===== config.mk =====
export PLATFORM = sky130hd
export DESIGN_NAME = bsg_bp_mem_link_scheduler
export DESIGN_NICKNAME = d
export VERILOG_FILES = /design/src/rtl/bsg_bp_mem_sched_pkg.sv /design/src/rtl/bsg_bp_mem_order_fifo.sv /design/src/rtl/bsg_bp_mem_link_scheduler.sv
export SDC_FILE = /design/constraint.sdc
export NUM_CORES = 1
export LEC_CHECK = 0
export CORE_AREA = 2 2 330 332
export CTS_BUF_LIST = sky130_fd_sc_hd__clkbuf_8
export DETAILED_ROUTE_END_ITERATION = 8
export DIE_AREA = 0 0 332 334
export SYNTH_ARGS = -nofsm -noshare
export SYNTH_HDL_FRONTEND = slang
export SYNTH_SLANG_ARGS = --single-unit

===== constraint.sdc =====
create_clock -name clk_i -period 4 [get_ports clk_i]
set_input_delay 0.8 -clock clk_i [delete_from_list [all_inputs] [get_ports clk_i]]
set_output_delay 0.8 -clock clk_i [all_outputs]
set_load 0.1 [all_outputs]

===== src/rtl/bsg_bp_mem_sched_pkg.sv =====
// Shared definitions for the BedRock memory link scheduler.
//   state_e : flush/drain FSM states (eRun, eDrain, eDone)
//   lg()    : index width helper, never narrower than one bit
package bsg_bp_mem_sched_pkg;

   typedef enum logic [1:0] {
      eRun   = 2'd0,
      eDrain = 2'd1,
      eDone  = 2'd2
   } state_e;

   // Width needed to index x items (or to hold values 0..x-1), minimum 1.
   function automatic int lg(input int x);
      return (x <= 2) ? 1 : $clog2(x);
   endfunction

endpackage


===== src/rtl/bsg_bp_mem_order_fifo.sv =====
// Order FIFO for the link scheduler: remembers which link each accepted
// command went to, so responses can be returned in command order.
// Ports:
//   clk_i, reset_n_i : clock, asynchronous active-low reset (pointers only)
//   push_i, data_i   : write a link id (caller guarantees !full_o)
//   pop_i            : drop the head entry (caller guarantees !empty_o)
//   data_o           : head entry
//   full_o, empty_o  : occupancy flags
//   last_o           : exactly one entry held
module bsg_bp_mem_order_fifo
   import bsg_bp_mem_sched_pkg::*;
#(
   parameter int width_p = 1,
   parameter int els_p   = 16
)(
   input  logic               clk_i,
   input  logic               reset_n_i,
   input  logic               push_i,
   input  logic [width_p-1:0] data_i,
   input  logic               pop_i,
   output logic [width_p-1:0] data_o,
   output logic               full_o,
   output logic               empty_o,
   output logic               last_o
);

   localparam int ptr_w = lg(els_p);
   localparam logic [ptr_w:0] ptr_one = (ptr_w+1)'(1);
   localparam logic [ptr_w:0] ptr_els = (ptr_w+1)'(els_p);

   logic [width_p-1:0] mem [els_p];
   // One extra wrap bit on each pointer distinguishes full from empty.
   logic [ptr_w:0] wptr, rptr, count;

   assign count   = wptr - rptr;
   assign full_o  = (count == ptr_els);
   assign empty_o = (count == '0);
   assign last_o  = (count == ptr_one);
   assign data_o  = mem[rptr[ptr_w-1:0]];

   always_ff @(posedge clk_i or negedge reset_n_i) begin
      if (!reset_n_i) begin
         wptr <= '0;
         rptr <= '0;
      end else begin
         if (push_i) wptr <= wptr + ptr_one;
         if (pop_i)  rptr <= rptr + ptr_one;
      end
   end

   always_ff @(posedge clk_i) begin
      if (push_i) mem[wptr[ptr_w-1:0]] <= data_i;
   end

endmodule


===== src/rtl/bsg_bp_mem_link_scheduler.sv =====
// Steers one BedRock memory command stream across num_links_p DRAM links by
// address interleave and returns responses strictly in command order.
// Per-link credits bound outstanding requests; a flush handshake drains all
// in-flight traffic.
// Ports:
//   clk_i, reset_n_i           : clock, asynchronous active-low reset
//   cmd_i/cmd_v_i/cmd_ready_o  : command from the core
//   resp_o/resp_v_o/resp_yumi_i: in-order response to the core
//   link_cmd_o/_v_o/_ready_i   : per-link commands (all lanes carry cmd_i)
//   link_resp_i/_v_i/_yumi_o   : per-link responses
//   flush_i, flush_done_o      : drain request (level) and drain complete
//   issue_count_o              : per-link issued-command counters
// Build option: define BSG_BP_MEM_SCHED_PERF_EN to build the saturating
// issue counters; otherwise issue_count_o is tied to 0.
module bsg_bp_mem_link_scheduler
   import bsg_bp_mem_sched_pkg::*;
#(
   parameter int msg_width_p       = 128,
   parameter int addr_offset_p     = 0,
   parameter int num_links_p       = 2,
   parameter int sel_lsb_p         = 6,
   parameter int max_outstanding_p = 8,
   parameter int order_els_p       = 16
)(
   input  logic                                    clk_i,
   input  logic                                    reset_n_i,
   input  logic [msg_width_p-1:0]                  cmd_i,
   input  logic                                    cmd_v_i,
   output logic                                    cmd_ready_o,
   output logic [msg_width_p-1:0]                  resp_o,
   output logic                                    resp_v_o,
   input  logic                                    resp_yumi_i,
   output logic [num_links_p-1:0][msg_width_p-1:0] link_cmd_o,
   output logic [num_links_p-1:0]                  link_cmd_v_o,
   input  logic [num_links_p-1:0]                  link_cmd_ready_i,
   input  logic [num_links_p-1:0][msg_width_p-1:0] link_resp_i,
   input  logic [num_links_p-1:0]                  link_resp_v_i,
   output logic [num_links_p-1:0]                  link_resp_yumi_o,
   input  logic                                    flush_i,
   output logic                                    flush_done_o,
   output logic [num_links_p-1:0][31:0]            issue_count_o
);

   localparam int sel_w  = lg(num_links_p);
   localparam int cred_w = lg(max_outstanding_p + 1);
   localparam logic [cred_w-1:0] cred_max = cred_w'(max_outstanding_p);
   localparam logic [cred_w-1:0] cred_one = cred_w'(1);

   state_e state, state_next;
   logic [num_links_p-1:0][cred_w-1:0] credit, credit_next;
   logic [sel_w-1:0] sel, head;
   logic order_full, order_empty, order_last;
   logic accept, pop, credits_zero_next;

   // Command path: combinational steer by address interleave.
   assign sel = cmd_i[addr_offset_p + sel_lsb_p +: sel_w];

   // reset_n_i gates the handshakes so they drop as soon as reset asserts.
   assign cmd_ready_o = reset_n_i & link_cmd_ready_i[sel] & (credit[sel] < cred_max)
                        & ~order_full & (state == eRun);
   assign accept      = cmd_v_i & cmd_ready_o;
   assign link_cmd_o  = {num_links_p{cmd_i}};

   always_comb begin
      link_cmd_v_o      = '0;
      link_cmd_v_o[sel] = accept;
   end

   // Response path: only the link at the order head may hand back data; other
   // links hold their responses until they reach the head.
   assign resp_v_o = reset_n_i & ~order_empty & link_resp_v_i[head];
   assign resp_o   = link_resp_i[head];
   assign pop      = resp_yumi_i & resp_v_o;

   always_comb begin
      link_resp_yumi_o       = '0;
      link_resp_yumi_o[head] = pop;
   end

   bsg_bp_mem_order_fifo #(
      .width_p (sel_w),
      .els_p   (order_els_p)
   ) order_fifo (
      .clk_i     (clk_i),
      .reset_n_i (reset_n_i),
      .push_i    (accept),
      .data_i    (sel),
      .pop_i     (pop),
      .data_o    (head),
      .full_o    (order_full),
      .empty_o   (order_empty),
      .last_o    (order_last)
   );

   // Credits: an accept and a return on the same link cancel out.
   always_comb begin
      credit_next = credit;
      for (int i = 0; i < num_links_p; i++) begin
         if ((accept && sel == sel_w'(i)) && !(pop && head == sel_w'(i)))
            credit_next[i] = credit[i] + cred_one;
         else if ((pop && head == sel_w'(i)) && !(accept && sel == sel_w'(i)))
            credit_next[i] = credit[i] - cred_one;
      end
      credits_zero_next = (credit_next == '0);
   end

   always_ff @(posedge clk_i or negedge reset_n_i) begin
      if (!reset_n_i) credit <= '0;
      else            credit <= credit_next;
   end

   // Flush FSM. Drain completes on the cycle whose updates leave nothing
   // outstanding, so flush_done_o rises the cycle after the final yumi.
   always_ff @(posedge clk_i or negedge reset_n_i) begin
      if (!reset_n_i) state <= eRun;
      else            state <= state_next;
   end

   always_comb begin
      state_next   = state;
      flush_done_o = 1'b0;
      case (state)
         eRun:   if (flush_i) state_next = eDrain;
         eDrain: if ((order_empty | (order_last & pop)) & credits_zero_next)
                    state_next = eDone;
         eDone: begin
            flush_done_o = 1'b1;
            if (!flush_i) state_next = eRun;
         end
         default: state_next = eRun;
      endcase
   end

`ifdef BSG_BP_MEM_SCHED_PERF_EN
   logic [num_links_p-1:0][31:0] issue_count;

   always_ff @(posedge clk_i or negedge reset_n_i) begin
      if (!reset_n_i) begin
         issue_count <= '0;
      end else begin
         for (int i = 0; i < num_links_p; i++) begin
            if (accept && sel == sel_w'(i) && issue_count[i] != '1)
               issue_count[i] <= issue_count[i] + 32'd1;
         end
      end
   end

   assign issue_count_o = issue_count;
`else
   assign issue_count_o = '0;
`endif

`ifndef SYNTHESIS
   always_ff @(posedge clk_i) begin
      if (reset_n_i) begin
         assert (!(pop && credit[head] == '0));
         for (int i = 0; i < num_links_p; i++)
            assert (!(link_resp_v_i[i] && credit[i] == '0));
      end
   end
`endif

endmodule

# == Word-level counts from Yosys, hierarchy flattened ==
# Memory sizes are Yosys's and may differ from the RTL's.
# Index checks and enable logic that the tools add are counted.
# classes
n_addsub,7
magnitude_cmp,5
n_eq_ne,7
n_mux,23
n_bitwise,17
n_reduce_logical,18
# ops
cell,count
128-bit 2-to-1 mux,2
4-bit 2-to-1 mux,6
5-bit by 1-bit adder with 5-bit output (second input constant),2
1-bit bitwise AND,10
1-bit logical AND,10
1-bit 2-to-1 mux,9
4-bit by 1-bit adder with 4-bit output (second input constant),2
8-bit zero test,1
4-bit by 1-bit subtractor with 4-bit output (second input constant),2
2-bit 2-to-1 mux,3
2-bit != test (second input constant),3
2-bit case mux with 3 select lines,1
5-bit by 1-bit == test with 1-bit output (second input constant),1
5-bit == test (second input constant),1
5-bit zero test,1
5-bit subtractor,1
2-bit bitwise AND,2
1-bit zero test,4
1-bit by 2-bit < comparator with 1-bit output (second input constant),2
4-bit < comparator (second input constant),1
1-bit inverter,4
3-bit AND reduction,1
1-bit demux with 1-bit select,2
2-bit by 1-bit == test with 1-bit output (second input constant),1
4 further kinds,5
# word_totals
reg_bits,20
ram_bits,16
input_bits,393
output_inout_bits,455
wordCells,83
n_memories,1
# mem_list
name,depth,word_bits,read_ports,rd_clocked_by_memory_dff,write_ports,line_no,text
order_fifo.mem,16,1,1,0,1,bsg_bp_mem_order_fifo.sv:31,logic [width_p-1:0] mem [els_p];

# == Logic depth before layout (Yosys ltp) ==
# Gate-level depths: netlist of run 1.
# logic_depth
depth_word,16
mapped_depth,12

# == By module ==
# A second synthesis of run 1 with hierarchy kept.
# hier_totals
hier_cells,655
hier_area_um2,5987.0
# modules_own_cells
module,n_inst,cells_per_inst,area_each_um2
bsg_bp_mem_link_scheduler,1,547,4647.0
bsg_bp_mem_order_fifo,1,108,1340.0

# == Least setup slack after synthesis of run 1 ==
# No wires, ideal clock.
# synth_path
kind,register to register
start,reg order_fifo.wptr[0]
end,mem order_fifo.mem[15] (enable)
arrival_time_ps,4752
required_time_ps,3701
path_slack_ps,-1051
path_stages_with_launch,12
n_path_buf,0
period_less_slack_ps,5051
path_cell_list,dfrtp_1 -> inv_1 -> ha_1 -> fa_1 -> xnor2_1 -> a211oi_1 -> or2_2 -> a21boi_0 -> and2_1 -> nand2_1 -> nor2_1 -> and2_1
# synth_via
elab_chain_len,8
# synth_rtl
element,line_no,text
start: declaration,bsg_bp_mem_order_fifo.sv:33,"logic [ptr_w:0] wptr, rptr, count;"
start signal: assignment,bsg_bp_mem_order_fifo.sv:46,if (push_i) wptr <= wptr + ptr_one;
5-bit subtractor,bsg_bp_mem_order_fifo.sv:35,assign count = wptr - rptr;
5-bit == test,bsg_bp_mem_order_fifo.sv:36,assign full_o = (count == ptr_els);
1-bit inverter,bsg_bp_mem_link_scheduler.sv:60,& ~order_full & (state == eRun);
1-bit bitwise AND (2 in a row),bsg_bp_mem_link_scheduler.sv:60,
net cmd_ready_o,bsg_bp_mem_link_scheduler.sv:29,"output logic cmd_ready_o,"
1-bit bitwise AND,bsg_bp_mem_link_scheduler.sv:61,assign accept = cmd_v_i & cmd_ready_o;
1-bit 2-to-1 mux,bsg_bp_mem_order_fifo.sv:52,if (push_i) mem[wptr[ptr_w-1:0]] <= data_i;
1-bit 2-to-1 mux (not written as such),bsg_bp_mem_order_fifo.sv:52,
end: declaration,bsg_bp_mem_order_fifo.sv:31,
# The timed path passes the listed nets, and every way through them passes these cells.

# == Final worst setup path of run 1 ==
# layout_path
start,in cmd_i[6]
end,out link_cmd_v_o[1]
# layout_via
elab_chain_len,8
elab_cells_between_ends,16
classes_between,order compare: 3; mux: 6; bitwise: 6; reduce/logical: 1
# layout_rtl
element,line_no,text
start: declaration,bsg_bp_mem_link_scheduler.sv:27,"input logic [msg_width_p-1:0] cmd_i,"
4-bit 2-to-1 mux (not written as such) or 1-bit 2-to-1 mux (tied branches) (2 in a row),bsg_bp_mem_link_scheduler.sv:59,assign cmd_ready_o = reset_n_i & link_cmd_ready_i[sel] & (credit[sel] < cred_max)
4-bit < comparator or 1-bit bitwise AND (tied branches),bsg_bp_mem_link_scheduler.sv:59,
1-bit bitwise AND,bsg_bp_mem_link_scheduler.sv:59,
1-bit bitwise AND (2 in a row),bsg_bp_mem_link_scheduler.sv:60,
1-bit bitwise AND,bsg_bp_mem_link_scheduler.sv:61,
2-bit bitwise AND (no line) (*),-,
end: declaration,bsg_bp_mem_link_scheduler.sv:34,"output logic [num_links_p-1:0] link_cmd_v_o,"
# Every way passes the cells marked *; elsewhere a longest branch is shown, timed or not. The select of a mux whose other input is x is not followed.

==> results of run 1 <==
cell type report:
| type | instances | area, µm² |
|---|---|---|
| timing repair buffer | 414 | 5290 |
| clock buffer | 5 | 68.8 |
| sequential | 36 | 981 |
| fill | 12400 | 96700 |
| multi-input combinational | 333 | 2850 |
| clock inverter | 3 | 42.5 |
| tap | 1414 | 1770 |
| antenna | 4 | 10.0 |
| inverter | 12 | 45.0 |
worst register-to-register path, stage by stage (launching register included):
cell      delay (ns)
dfrtp_1         0.48
ha_1            0.27
fa_1            0.40
xnor2_1         0.27
a211oi_1        0.10
or2_2           0.40
a211oi_4        0.49
and2b_4         0.27
a22oi_2         0.08
xnor2_1         0.16
nor4b_2         0.38
a211oi_1        0.12
cells in the final DEF (no fill, tap or decap), types with 5 or more instances in the layout:
cell / n
buf_4: 28
edfxtp_1: 16
nor2_1: 8
nand2_1: 8
dfrtp_1: 20
buf_12: 121
nor3_1: 5
clkbuf_8: 5
and2_1: 17
nand3_1: 5
clkdlybuf4s50_1: 265
inv_1: 12
xnor2_1: 14
mux2_2: 129
xor2_1: 6
ha_1: 13
conb_1: 64
where the power goes:
part / switching [mW] / internal, mW / leakage [nW]
Combinational: 7.93 / 4.09 / 3.49
Clock: 0.135 / 0.184 / 0.0542
Sequential: 0.115 / 0.460 / 0.388
sequential cells by signal, indices dropped and copies added, names as in the netlist:
register	count
credit	8
order_fifo.mem	16
order_fifo.rptr	5
order_fifo.wptr	5
state	2
layer usage:
| layer | vias to the layer above | wire, µm | global-route usage |
|---|---|---|---|
| li1 | 2112 | - | - |
| met2 | 540 | 18500 | 0.111 |
| met5 | - | 292 | 0.00999 |
| met3 | 124 | 7910 | 0.0636 |
| met4 | 26 | 1060 | 0.0115 |
| met1 | 2244 | 15900 | 0.0781 |
worst paths after layout:
| kind | start | endpoint | slack (ns) | depth (start not counted) |
|---|---|---|---|---|
| worst min-delay path | order_fifo.wptr[4]$_DFFE_PN0P_ | order_fifo.wptr[4]$_DFFE_PN0P_ | 0.49 | 1 |
| worst min register to register | order_fifo.wptr[4]$_DFFE_PN0P_ | order_fifo.wptr[4]$_DFFE_PN0P_ | 0.49 | 1 |
| min in group asynchronous | reset_n_i | order_fifo.wptr[4]$_DFFE_PN0P_ | 0.91 | 2 |
| worst max register to register | order_fifo.rptr[0]$_DFFE_PN0N_ | state[0]$_DFFE_PN0P_ | 0.46 | 11 |
| max in group asynchronous | reset_n_i | credit[3]$_DFF_PN0_ | 2.86 | 2 |
| worst max-delay path | cmd_i[6] | link_cmd_v_o[1] | 0.22 | 6 |
kinds of logic (layout without fill, tap and decap cells):
family | after synthesis | in the layout | synth area share
buffers and inverters | 349 | 434 | 0.413
AND/OR/NAND/NOR | 70 | 70 | 0.0685
XOR/XNOR | 20 | 20 | 0.0287
flip-flops | 36 | 36 | 0.161
adder cells (fa/ha/maj) | 14 | 14 | 0.0300
multiplexers | 137 | 137 | 0.260
AO/OA/AOI/OAI | 28 | 28 | 0.0378
other | 1 | 68 | 0.000615
==> results.toml, run 1 <==
[status]
run_status = "finished, final reports clean"

[sta]
hold_violations = 0
setup_viol = 0
fin_crit_ns = 3.78
maxSlewHeadroom = 0.595
timing.final.max_slew_violations = 0
rsz0062_at_grt = "no"
finClkSkew_ns = 0.00726
post-route-worst-setup-slack_ns = 0.222
whs_ns = 0.493
fin_setup_tns_ns = 0
post-route-period-util = 0.944
worstMarginPinSlew_ns = 0.603
fmax_mhz = 265

[global_route]
overflow = 0
antenna_found_initial = 40
grt_max_degree = 60
track_usage = 0.0736
grt_pass1_vias = 5052
grt_pass1_wl_um = 53300

[detailed_routing]
dr.pass1.iters = 4
wl_um = 43600
drc = 0
drt_iter0_drc = 149
vias = 5046
vias_per_cell = 2.27
wl_per_cell_um = 19.6
ant_nets = 0

[synth]
ys_ff_latch = 36
yosys_warnings = 0
synth_top_area_cell = "buf_4"
synth_cells = 655
synth_flop_cell = "dfrtp_1"
ys_top_cells_by_area = "buf_4 (39%), mux2_2 (24%), dfrtp_1 (8.2%)"
synth_area_um2 = 6100
synth_enable_flop_cells = 16
yosysMostFrequentCell = "buf_4"
synthArstFlopShare = 0.556
ys_seq_area_frac = 0.161
synth_common_cells = "buf_4 (320), mux2_2 (129), dfrtp_1 (20), and2_1 (17), edfxtp_1 (16)"
avgSynthCellArea_um2 = 9.31
synth_top_area_frac = 0.394
synth_cell_types = 51

[place]
dp_slack_ns = 0.126
port_buffers = 402
dp.cells = 2205
gp_congestion = 0.787
place_area_um2 = 10900
dp_hpwl_um = 40500

[floorplan]
die_y_um = 334
start_util = 0.0566
coreArea_um2 = 108000
ios = 848
die-area_um2 = 111000
std_cell_rows = 121
die_x_um = 332

[power_and_ir_drop]
power_leakage_nw = 3.94
peakVddDrop_mv = 0.650
power_density_nw_per_um2 = 1170
finalPower_mw = 12.9

[final_layout]
final_nets = 1209
stdcell_count = 2221
drive_above_1_share = 0.379
fin_util = 0.102
final_area_um2 = 11000
area_growth_pct = 81.2

[critical_path]
crit_family = "buffers and inverters"
critPathLaunchType = "input pin"
critPathCaptureType = "primary output"
worstPathMaxFanout = 6
cp.arrival_ns = 2.98
path_cells = "clkdlybuf4s50_1 -> or3b_4 -> a2111oi_4 -> nand3_1 -> a21oi_2 -> buf_12"
crit_buf_inv = 2
cp_slowest_stage_delay_ns = 0.57
crit_slowest_cell = "clkdlybuf4s50_1"
required_ns = 3.20
crit_type = "input pin to primary output"

[cts]
cts_setup_buffers = 4
clk_transition_reported_paths_ns = 0.08
clock_latency_ns = 0.29
cts.path.max_buffers = 2
tritoncts = "done"
cts_sinks = 36
postCtsHoldBufs = 0
post_cts_resized = 0
numCtsBuffers = 5
cts-root-buf = "clkbuf_8"
htreeDepth = 2

[job]
cap_violations = 0

[hold_path]
hold_path_class = "register to register"
No activity file was read; power rests on OpenSTA's default activity.
==> inputs of run 2 (changes only) <==
--- a/config.mk
+++ b/config.mk
@@ -5,10 +5,10 @@
 export SDC_FILE = /design/constraint.sdc
 export NUM_CORES = 1
 export LEC_CHECK = 0
-export CORE_AREA = 2 2 330 332
+export CORE_AREA = 2 2 334 336
 export CTS_BUF_LIST = sky130_fd_sc_hd__clkbuf_8
 export DETAILED_ROUTE_END_ITERATION = 8
-export DIE_AREA = 0 0 332 334
+export DIE_AREA = 0 0 336 338
 export SYNTH_ARGS = -nofsm -noshare
 export SYNTH_HDL_FRONTEND = slang
 export SYNTH_SLANG_ARGS = --single-unit
==> constraint.sdc (replaced) <==
create_clock -name clk_i -period 3.05 [get_ports clk_i]
set_input_delay 0.61 -clock clk_i [delete_from_list [all_inputs] [get_ports clk_i]]
set_output_delay 0.61 -clock clk_i [all_outputs]
set_load 0.1 [all_outputs]
==> results.toml, run 2 (same netlist as run 1, synthesis figures left out) <==
[status]
run_status = "complete, but fails checks"
violations = "negative setup slack"

[global_route]
grt_pass1_vias = 4981
overflow = 0
grt_pass1_wl_um = 69800
track_usage = 0.101
grt_max_degree = 27
antenna_found_initial = 82

[power_and_ir_drop]
peakVddDrop_mv = 0.532
power_leakage_nw = 4.33
power_density_nw_per_um2 = 1540

[cts]
htreeDepth = 2
clk_transition_reported_paths_ns = 0.08
numCtsBuffers = 5
clock_latency_ns = 0.29
cts-root-buf = "clkbuf_8"
cts.path.max_buffers = 2
postCtsHoldBufs = 0
tritoncts = "done"
cts_sinks = 36

[sta]
timing.final.max_slew_violations = 0
post-route-worst-setup-slack_ns = -0.215
finClkSkew_ns = 0.0139
rsz0062_at_grt = "yes"
post-route-period-util = 1.07
setup_viol = 135
hold_violations = 0
fmax_mhz = 306
fin_crit_ns = 3.27

[place]
dp_hpwl_um = 56700
gp_congestion = 0.784
dp_slack_ns = -0.242
dp.cells = 2315
port_buffers = 402

[floorplan]
ios = 848
std_cell_rows = 122
start_util = 0.0554
die_y_um = 338
die-area_um2 = 114000
die_x_um = 336
coreArea_um2 = 110000

[detailed_routing]
vias_per_cell = 2.29
drt_iter0_drc = 223
vias = 5391
dr.pass1.iters = 4
ant_nets = 0
wl_per_cell_um = 25.7
wl_um = 60400
drc = 0

[final_layout]
final_nets = 1255
fillCellCount = 12600
final_common_cell = "clkdlybuf4s50_1"
stdcell_count = 2351
largest_reg_flops = 16
area_growth_pct = 96.3
mostFrequentLayoutCells = "clkdlybuf4s50_1 (265), buf_12 (144), mux2_2 (118)"
drive_above_1_share = 0.431

[critical_path]
critPathLaunchType = "register"
worstPathMaxFanout = 22
critPathCaptureType = "primary output"
required_ns = 2.44
crit_type = "register to primary output"
cp.arrival_ns = 2.66

[hold_path]
hold_path_class = "register to register"

[job]
cap_violations = 0
run 2: changes by cell type in the layout (fill, tap and decap cells not counted), moves of 5 or more:
cell | previous run | this run
buf_12 | 121 | 144
buf_4 | 28 | 46
buf_6 | 0 | 5
diode_2 | 4 | 14
mux2_2 | 129 | 118
mux2_4 | 0 | 11
run 2: per-stage QoR:
stage / hold WS, ns / total power [mW] / cell area, µm² / utilization / TNS [ns]
2_1_floorplan: 0.314 / 12.6 / 6440 / - / -6.31
3_3_place_gp: 0.482 / 18.0 / 11600 / 0.105 / -2.17
3_5_place_dp: 0.487 / 18.1 / 11600 / 0.105 / -3.00
4_1_cts: 0.498 / 18.7 / 11800 / 0.107 / -16.13
5_1_grt: 0.526 / 19.1 / 11900 / 0.109 / -27.21
6_report: 0.495 / 18.5 / 12000 / 0.109 / -15.21
run 2: power by group:
group,internal (mW),total (mW),switching (mW),leakage (nW)
sequential,0.606,0.719,0.113,0.386
combinational,6.40,17.4,11.0,3.90
clock,0.157,0.334,0.177,0.0508
run 2: area by class of cell:
class | instances | area (µm²) | share of cell area
Multi-Input combinational cell | 333 | 3020 | 0.252
Sequential cell | 36 | 983 | 0.0822
Timing Repair Buffer | 460 | 5940 | 0.496
Clock buffer | 5 | 68.8 | 0.00575
Clock inverter | 3 | 16.3 | 0.00136
Tap cell | 1488 | 1860 | 0.156
Inverter | 12 | 45.0 | 0.00376
Antenna cell | 14 | 35.0 | 0.00293
run 2: final timing paths:
path,from,end,slack (ns),cells past startpoint
setup reg to reg,order_fifo.rptr[0]$_DFFE_PN0N_,state[0]$_DFFE_PN0P_,-0.17,12
hold reg to reg,order_fifo.rptr[4]$_DFFE_PN0N_,order_fifo.rptr[4]$_DFFE_PN0N_,0.50,1
min in group asynchronous,reset_n_i,order_fifo.rptr[4]$_DFFE_PN0N_,0.97,3
hold / removal,order_fifo.rptr[4]$_DFFE_PN0N_,order_fifo.rptr[4]$_DFFE_PN0N_,0.50,1
max in group asynchronous,reset_n_i,order_fifo.rptr[0]$_DFFE_PN0N_,1.83,3
setup / recovery,order_fifo.rptr[1]$_DFFE_PN0N_,resp_o[91],-0.22,8
run 2: routing by layer:
metal / GRT usage / wire (µm)
met5: 0 / 391
met4: 0.0383 / 3150
met3: 0.0719 / 9550
met2: 0.168 / 28400
met1: 0.0962 / 18900
run 2: repair_timing:
action / in CTS / in global routing
setup endpoints to repair: 136 / 141
pin swaps: 10 / 12
gates resized for setup: 8 / 13
setup buffers: 11 / 3
run 2: critical path: stages (launching register included):
cell     delay [ns]
dfrtp_2        0.43
buf_12         0.14
mux4_2         0.37
mux2i_4        0.09
mux2i_4        0.25
buf_12         0.22
buf_12         0.20
mux2_2         0.39
buf_12         0.16
